===== src/rtl/shift_add_multiplier_pkg.sv =====
// Shared definitions for the shift-and-add multiplier: FSM encoding,
// datapath widths and the iteration count fixed by the 8-bit adder stage.
package shift_add_multiplier_pkg;

  localparam int unsigned OP_W       = 8;
  localparam int unsigned PROD_W     = 2 * OP_W;
  localparam int unsigned ITERATIONS = 8;
  localparam int unsigned CNT_W      = 3;

  // Counter value seen on the final RUN edge.
  localparam logic [CNT_W-1:0] LAST_ITER = CNT_W'(ITERATIONS - 1);

  typedef enum logic [1:0] {
    ST_IDLE = 2'd0,
    ST_RUN  = 2'd1,
    ST_DONE = 2'd2
  } state_t;

  // Partial-product addend: the multiplicand when the current multiplier bit is set.
  function automatic logic [OP_W-1:0] gate_addend(input logic [OP_W-1:0] m,
                                                  input logic            sel);
    return sel ? m : '0;
  endfunction

endpackage : shift_add_multiplier_pkg


===== src/rtl/EightBitAdder.sv =====
// Combinational 8-bit ripple adder with bit-level operand ports.
// Ports: x0..x7, y0..y7 operands (LSB first), cin carry-in;
//        s0..s7 sum bits, cout carry-out (9th bit of the sum).
module EightBitAdder (
  input  logic x0,
  input  logic x1,
  input  logic x2,
  input  logic x3,
  input  logic x4,
  input  logic x5,
  input  logic x6,
  input  logic x7,
  input  logic y0,
  input  logic y1,
  input  logic y2,
  input  logic y3,
  input  logic y4,
  input  logic y5,
  input  logic y6,
  input  logic y7,
  input  logic cin,
  output logic s0,
  output logic s1,
  output logic s2,
  output logic s3,
  output logic s4,
  output logic s5,
  output logic s6,
  output logic s7,
  output logic cout
);

  localparam int unsigned W = 8;

  logic [W-1:0] x_c;
  logic [W-1:0] y_c;
  logic [W-1:0] s_c;
  logic [W:0]   carry_c;

  assign x_c = {x7, x6, x5, x4, x3, x2, x1, x0};
  assign y_c = {y7, y6, y5, y4, y3, y2, y1, y0};

  // Ripple-carry chain of full adders.
  always_comb begin
    carry_c    = '0;
    s_c        = '0;
    carry_c[0] = cin;
    for (int i = 0; i < int'(W); i++) begin
      s_c[i]       = x_c[i] ^ y_c[i] ^ carry_c[i];
      carry_c[i+1] = (x_c[i] & y_c[i]) | (carry_c[i] & (x_c[i] ^ y_c[i]));
    end
  end

  assign {s7, s6, s5, s4, s3, s2, s1, s0} = s_c;
  assign cout = carry_c[W];

endmodule : EightBitAdder


===== src/rtl/shift_add_multiplier.sv =====
// Sequential 8x8 unsigned shift-and-add multiplier with a start/done handshake.
// Ports: clk, rst (sync, active-high); start request; a multiplicand, b multiplier;
//        busy high while iterating; done one-cycle result pulse;
//        product 16-bit result register, held until the next completed run.
module shift_add_multiplier
  import shift_add_multiplier_pkg::*;
(
  input  logic              clk,
  input  logic              rst,
  input  logic              start,
  input  logic [OP_W-1:0]   a,
  input  logic [OP_W-1:0]   b,
  output logic              busy,
  output logic              done,
  output logic [PROD_W-1:0] product
);

  state_t              state_q, state_d;
  logic [OP_W-1:0]     m_q, m_d;
  logic [OP_W-1:0]     a_q, a_d;
  logic [OP_W-1:0]     q_q, q_d;
  logic [CNT_W-1:0]    cnt_q, cnt_d;
  logic                busy_q, busy_d;
  logic                done_q, done_d;
  logic [PROD_W-1:0]   product_q, product_d;

  logic [OP_W-1:0]     addend_c;
  logic [OP_W-1:0]     sum_c;
  logic                cout_c;
  logic [PROD_W-1:0]   shifted_c;

  assign addend_c = gate_addend(m_q, q_q[0]);

  // Partial-sum adder: x = A, y = gated M, no carry-in.
  EightBitAdder u_adder (
    .x0  (a_q[0]),
    .x1  (a_q[1]),
    .x2  (a_q[2]),
    .x3  (a_q[3]),
    .x4  (a_q[4]),
    .x5  (a_q[5]),
    .x6  (a_q[6]),
    .x7  (a_q[7]),
    .y0  (addend_c[0]),
    .y1  (addend_c[1]),
    .y2  (addend_c[2]),
    .y3  (addend_c[3]),
    .y4  (addend_c[4]),
    .y5  (addend_c[5]),
    .y6  (addend_c[6]),
    .y7  (addend_c[7]),
    .cin (1'b0),
    .s0  (sum_c[0]),
    .s1  (sum_c[1]),
    .s2  (sum_c[2]),
    .s3  (sum_c[3]),
    .s4  (sum_c[4]),
    .s5  (sum_c[5]),
    .s6  (sum_c[6]),
    .s7  (sum_c[7]),
    .cout(cout_c)
  );

  // {C,A,Q} <= {cout,s,Q} >> 1. The shifted-in top bit is always zero, so the
  // carry register C reads as zero between iterations and is folded away; the
  // adder's carry-out lands in A[7] and s[0] moves into Q[7].
  assign shifted_c = {cout_c, sum_c, q_q[OP_W-1:1]};

  // State and datapath registers.
  always_ff @(posedge clk) begin
    if (rst) begin
      state_q   <= ST_IDLE;
      m_q       <= '0;
      a_q       <= '0;
      q_q       <= '0;
      cnt_q     <= '0;
      busy_q    <= 1'b0;
      done_q    <= 1'b0;
      product_q <= '0;
    end else begin
      state_q   <= state_d;
      m_q       <= m_d;
      a_q       <= a_d;
      q_q       <= q_d;
      cnt_q     <= cnt_d;
      busy_q    <= busy_d;
      done_q    <= done_d;
      product_q <= product_d;
    end
  end

  // Next-state, datapath and registered-output logic.
  always_comb begin
    state_d   = state_q;
    m_d       = m_q;
    a_d       = a_q;
    q_d       = q_q;
    cnt_d     = cnt_q;
    busy_d    = 1'b0;
    done_d    = 1'b0;
    product_d = product_q;

    unique case (state_q)
      ST_IDLE, ST_DONE: begin
        if (start) begin
          m_d     = a;
          q_d     = b;
          a_d     = '0;
          cnt_d   = '0;
          busy_d  = 1'b1;
          state_d = ST_RUN;
        end else begin
          state_d = ST_IDLE;
        end
      end

      ST_RUN: begin
        a_d    = shifted_c[PROD_W-1:OP_W];
        q_d    = shifted_c[OP_W-1:0];
        cnt_d  = cnt_q + CNT_W'(1);
        busy_d = 1'b1;
        if (cnt_q == LAST_ITER) begin
          product_d = shifted_c;
          busy_d    = 1'b0;
          done_d    = 1'b1;
          state_d   = ST_DONE;
        end
      end

      default: begin
        state_d = ST_IDLE;
      end
    endcase
  end

  assign busy    = busy_q;
  assign done    = done_q;
  assign product = product_q;

endmodule : shift_add_multiplier

===== config.mk =====
export PLATFORM = sky130hd
export DESIGN_NAME = shift_add_multiplier
export DESIGN_NICKNAME = d
export VERILOG_FILES = /design/src/rtl/shift_add_multiplier_pkg.sv /design/src/rtl/EightBitAdder.sv /design/src/rtl/shift_add_multiplier.sv
export SDC_FILE = /design/constraint.sdc
export NUM_CORES = 1
export LEC_CHECK = 0
export ABC_CLOCK_PERIOD_IN_PS = 4100
export CAP_MARGIN = 10
export CORE_AREA = 4 4 83 85
export CTS_CLUSTER_DIAMETER = 60
export DETAILED_ROUTE_END_ITERATION = 16
export DIE_AREA = 0 0 87 89
export PLACE_DENSITY_LB_ADDON = 0.08
export RECOVER_POWER = 25
export SETUP_SLACK_MARGIN = 0.02
export SYNTH_ARGS = -nofsm -noshare
export SYNTH_HDL_FRONTEND = slang
export SYNTH_SLANG_ARGS = --single-unit

===== constraint.sdc =====
create_clock -name clk -period 4.1 [get_ports clk]
set_input_delay 0.82 -clock clk [delete_from_list [all_inputs] [get_ports clk]]
set_output_delay 0.82 -clock clk [all_outputs]
set_load 0.1 [all_outputs]

==> reports/qor.yml, run 1 <==
setup_path:
  crit_fanout: 9
  cp-end-kind: "register"
  required_ps: 4180
  arrival_ps: 3820
  crit_type: "reg2reg"
  start_kind: "register"
logic_synthesis:
  ys_ff_latch: 47
  synth_flop_cell: "dfxtp_1"
  ys_types: 29
  syn_avg_cell_area_um2: 9.18
  synthTopCellsByArea: "dfxtp_1, nand2_1, fa_1"
  synth_edf_count: 0
  synthArstFlopShare: 0
  synthTopCellsByCount: "nand2_1, dfxtp_1, a21oi_1"
  netlist_area_um2: 2090
  synth.net_count: 257
  yosysMostFrequentCell: "nand2_1"
  synth-seq-area-share: 0.449
  yosysTopAreaCellShare: 0.449
  ys_warn_count: 0
  syn_inst: 228
  synth_top_area_cell: "dfxtp_1"
global_routing:
  grt_usage: 0.125
  antenna_found_initial: 0
  grt_pass1_vias: 1496
  grt_pass1_wl_um: 7440
  grt_max_degree: 48
  overflow: 0
hold_path:
  hp-class: "reg2reg"
timing:
  slew_violations: 48
  hold-worst-slack_ps: 456
  post-route-period-util: 0.914
  final.min_clock_period_ps: 3750
  slew_headroom: -0.659
  finalSetupTns_ps: 0
  tightest_slew_ps: 2490
  hold_viol: 0
  skew_ps: 9.74
  setup_viol: 0
  fmax_ghz: 0.267
  grt_setup_unrepaired: "false"
clock_tree:
  cts_buffers: 5
  clk_path_buf_depth: 2
  htree_levels: 2
  clk_pin_slew_worst_paths_ps: 80
  post_cts_resized: 0
  cts_num_sinks: 47
  hold_buffers: 0
  cts_tree: "done"
  insertion_delay_ps: 300
  cts_setup_buffers: 0
  cts_root_buffer: "clkbuf_8"
power_and_ir_drop:
  p_total_uw: 846
  p_per_area_nw_per_um2: 336
  total_leakage_power_uw: 0.000818
  ir_drop_mv: 0.158
placement:
  gp_congestion: 0.694
  io_buffers: 36
  detailedPlacementHpwl_um: 3060
floorplanning:
  die_w_um: 87
  start_util: 0.337
  dieArea_um2: 7740
  die-height_um: 89
  io_pins: 37
  rows: 29
  coreArea_um2: 6200
flow_run:
  cap_viol_max_count: 1
detailed_routing:
  ant_nets: 0
  drc: 0
  first_iter_violations: 71
  vias: 1559
  drtPass1Iterations: 4
  wl_per_cell_um: 13.3
  wirelength_um: 4450
  via_per_inst: 4.67
layout:
  drive_gt1_frac: 0.132
  nets: 285
  area_growth_pct: 20.1
  antennaDiodeCount: 0
  fill_cells: 647
outcome:
  status: "complete, but fails checks"
  violations: "max-capacitance violations, max-slew violations"
-- cell usage in the layout, fill, tap and decap left out, drive strengths merged --
| cell | instances |
|---|---|
| dfxtp | 47 |
| inv | 10 |
| nand3 | 11 |
| nand3b | 1 |
| a211oi | 6 |
| a311oi | 2 |
| clkbuf | 8 |
| o22ai | 6 |
| nor3 | 12 |
| and2b | 1 |
| and2 | 3 |
| o21a | 1 |
| clkdlybuf4s50 | 35 |
| clkinv | 1 |
| nor2 | 12 |
| and3b | 1 |
| fa | 7 |
| a21oi | 29 |
| nand2b | 9 |
| nor2b | 1 |
| buf | 2 |
| ha | 3 |
| nand2 | 49 |
-- registers in the layout, summed over array words and instances (netlist names) --
signal and cells:
a_q 8, busy 1, cnt_q 3, done 1, m_q 8, product 16
q_q 8, state_q 2
-- area by class of cell --
class                   instances  area [um2]  area share
clock buffers                   7        76.3      0.0303
repair buffers                 38         369       0.147
well taps                      77        96.3      0.0383
multi-input cells             154         990       0.394
inverters                      10        37.5      0.0149
clock inverters                 1        5.00     0.00199
flip-flops and latches         47         941       0.374
-- per-layer routing --
layer,part of all wire,GRT usage,vias to the layer above
met5,0,0,-
li1,-,-,802
met4,0.016,0.0467,0
met1,0.49,0.168,725
met3,0.040,0.0350,6
met2,0.46,0.190,26
-- report_power, final --
part	total (uW)	switching, uW	internal (uW)
Combinational	92.6	55.0	37.6
Clock	269	149	120
Sequential	485	12.2	473
-- kinds of logic after synthesis --
group                      after synthesis  share of synthesized area
adders and majority gates               10                     0.0849
AOI/OAI and AO/OA                       44                      0.148
and+or+nand+nor                        100                      0.240
DFF                                     47                      0.449
buffers and inverters                   27                     0.0777
-- worst max-delay path, cell delays in order (launching register included) --
cell and delay [ps]:
dfxtp_1 460, and2_1 170, ha_1 130, inv_1 40, fa_1 370, fa_1 360, inv_1 70, fa_1 150
inv_1 50, fa_1 350, inv_1 80, fa_1 160, inv_1 50, fa_1 380, fa_1 520, nand2b_1 120
a21oi_2 50
-- through the flow --
stage	instance area, um2	setup WS, ps	utilization	std cells
6_report	2510	353	0.405	334
4_1_cts	2520	399	0.406	334
2_1_floorplan	2090	647	-	228
3_3_place_gp	2430	475	0.392	326
3_5_place_dp	2430	419	0.392	326
5_1_grt	2510	94.5	0.405	334
-- path summary, 6_finish.rpt --
kind	startpoint	to	slack [ps]	depth (start not counted)
worst max-delay path	q_q[0]	a_q[6]	350	16
worst min-delay path	m_q[0]	m_q[0]	460	2
worst max register to register	q_q[0]	a_q[6]	350	16
worst min register to register	m_q[0]	m_q[0]	460	2
Power figures use the tool's default switching activity.
==> run 2: changes to the inputs <==
SETUP_SLACK_MARGIN = not set   (was 0.02)
SKIP_LAST_GASP = 1   (was not set)
==> results of run 2 <==
Final layout, timing and power as in run 1 (identical DEF).
==> run 3: changes to the inputs <==
CAP_MARGIN = not set   (was 10)
CORE_AREA = 2 2 81 83   (was 4 4 83 85)
DIE_AREA = 0 0 83 85   (was 0 0 87 89)
==> reports/qor.yml, run 3 (same netlist as run 1, synthesis figures left out) <==
power_and_ir_drop:
  p_per_area_nw_per_um2: 351
  ir_drop_mv: 0.202
  total_leakage_power_uw: 0.000826
layout:
  layout_common_cells: "nand2_1, dfxtp_1, clkdlybuf4s50_1, a21oi_1"
  multi_input_comb_area_um2: 985
  fill_cells: 644
  drive_gt1_frac: 0.132
  antennaDiodeCount: 0
  fin_area_um2: 2530
  nets: 285
  area_growth_pct: 20.8
  ff_latch_area_um2: 941
  final_common_cell: "nand2_1"
  largest_reg_flops: 16
clock_tree:
  insertion_delay_ps: 300
  hold_buffers: 0
  post_cts_resized: 0
  clk_pin_slew_worst_paths_ps: 90
  cts_tree: "done"
  clk_path_buf_depth: 2
  cts_buffers: 5
  cts_num_sinks: 47
  cts_setup_buffers: 0
  cts_root_buffer: "clkbuf_8"
  htree_levels: 2
placement:
  dpl_cell_area_um2: 2430
  detailedPlacementHpwl_um: 2980
  gp_congestion: 0.722
  io_buffers: 36
setup_path:
  arrival_ps: 3840
  slowest_stage: "fa_1"
  cp-end-kind: "register"
  critPathTopFamily: "adder cells"
  max_stage_delay_ps: 520
  crit_type: "reg2reg"
  crit_path_cell_trace: "and2_1 > ha_1 > inv_1 > fa_1 > fa_1 > inv_1 > fa_1 > inv_1 > fa_1 > inv_1 > fa_1 > inv_1 > fa_1 > fa_1 > nand2b_1 > a21oi_2"
  crit_fanout: 9
  cp-startpoint: "q_q[0]"
  crit_buf_inv: 5
  required_ps: 4180
  path_common_cell: "fa_1"
  reg2reg_from: "q_q[0]"
  start_kind: "register"
floorplanning:
  start_util: 0.337
  dieArea_um2: 7060
  rows: 29
  die_w_um: 83
  die-height_um: 85
  coreArea_um2: 6200
  io_pins: 37
timing:
  setup_viol: 0
  tightest_slew_ps: 2520
  slew_violations: 48
  finalSetupTns_ps: 0
  fmax_ghz: 0.266
  hold_viol: 0
  final.min_clock_period_ps: 3750
  post-route-period-util: 0.916
  grt_setup_unrepaired: "false"
  skew_ps: 2.78
  slew_headroom: -0.682
hold_path:
  hp-start: "product[2]"
  hp-class: "reg2reg"
global_routing:
  grt_max_degree: 48
  overflow: 0
  grt_pass1_vias: 1507
  antenna_found_initial: 0
  grt_pass1_wl_um: 7510
  grt_usage: 0.134
detailed_routing:
  wirelength_um: 4490
  drtPass1Iterations: 4
  first_iter_violations: 81
  via_per_inst: 4.68
  drc: 0
  ant_nets: 0
  vias: 1562
  wl_per_cell_um: 13.4
outcome:
  violations: "max-capacitance violations, max-slew violations"
  status: "complete, but fails checks"
flow_run:
  cap_viol_max_count: 1
==> run 3: changes by cell type in the layout (fill, tap and decap cells not counted), sizes merged <==
cell	before	now
clkinv	1	0
clkbuf	8	9
==> run 3: metal layers <==
layer | vias up | track usage | share of wire
met1 | 718 | 0.191 | 0.53
met4 | 0 | 0.0492 | 0.015
li1 | 808 | - | -
met3 | 7 | 0.0321 | 0.032
met5 | - | 0 | 0
met2 | 29 | 0.198 | 0.42
==> run 3: path summary, 6_finish.rpt <==
check / end / slack, ps / cells after the start
max: a_q[6] / 350 / 16
min: product[2] / 460 / 2
max reg2reg: a_q[6] / 350 / 16
min reg2reg: product[2] / 460 / 2
==> run 3: where the power goes <==
| part | leakage [uW] | switching, uW | internal, uW | total [uW] |
|---|---|---|---|---|
| Combinational | 0.000392 | 55.4 | 37.6 | 93.0 |
| Clock | 0.0000515 | 156 | 154 | 310 |
| Sequential | 0.000382 | 12.3 | 473 | 485 |
| Total | 0.000826 | 224 | 664 | 888 |
==> run 3: area by class of cell <==
cell class / instances / area share
multi-input combinational: 154 / 0.389
timing repair buffer: 38 / 0.146
clock buffer: 8 / 0.0396
tap: 77 / 0.0381
inverter: 10 / 0.0148
sequential: 47 / 0.372
==> run 3: metrics by stage <==
step | hold WS (ps) | utilization | power, uW | instances | setup WS [ps]
2_1_floorplan | 432 | - | 563 | 228 | 647
3_3_place_gp | 442 | 0.392 | 590 | 326 | 474
3_5_place_dp | 449 | 0.392 | 590 | 326 | 414
4_1_cts | 461 | 0.409 | 902 | 334 | 402
5_1_grt | 476 | 0.408 | 930 | 334 | 148
6_report | 457 | 0.408 | 888 | 334 | 345
==> run 3: worst reg2reg max path, stage by stage, from the launching register on <==
cell and delay (ps):
dfxtp_1 470, and2_1 170, ha_1 130, inv_1 40
fa_1 380, fa_1 370, inv_1 70, fa_1 150
inv_1 50, fa_1 340, inv_1 70, fa_1 150
inv_1 50, fa_1 390, fa_1 520, nand2b_1 130
a21oi_2 50
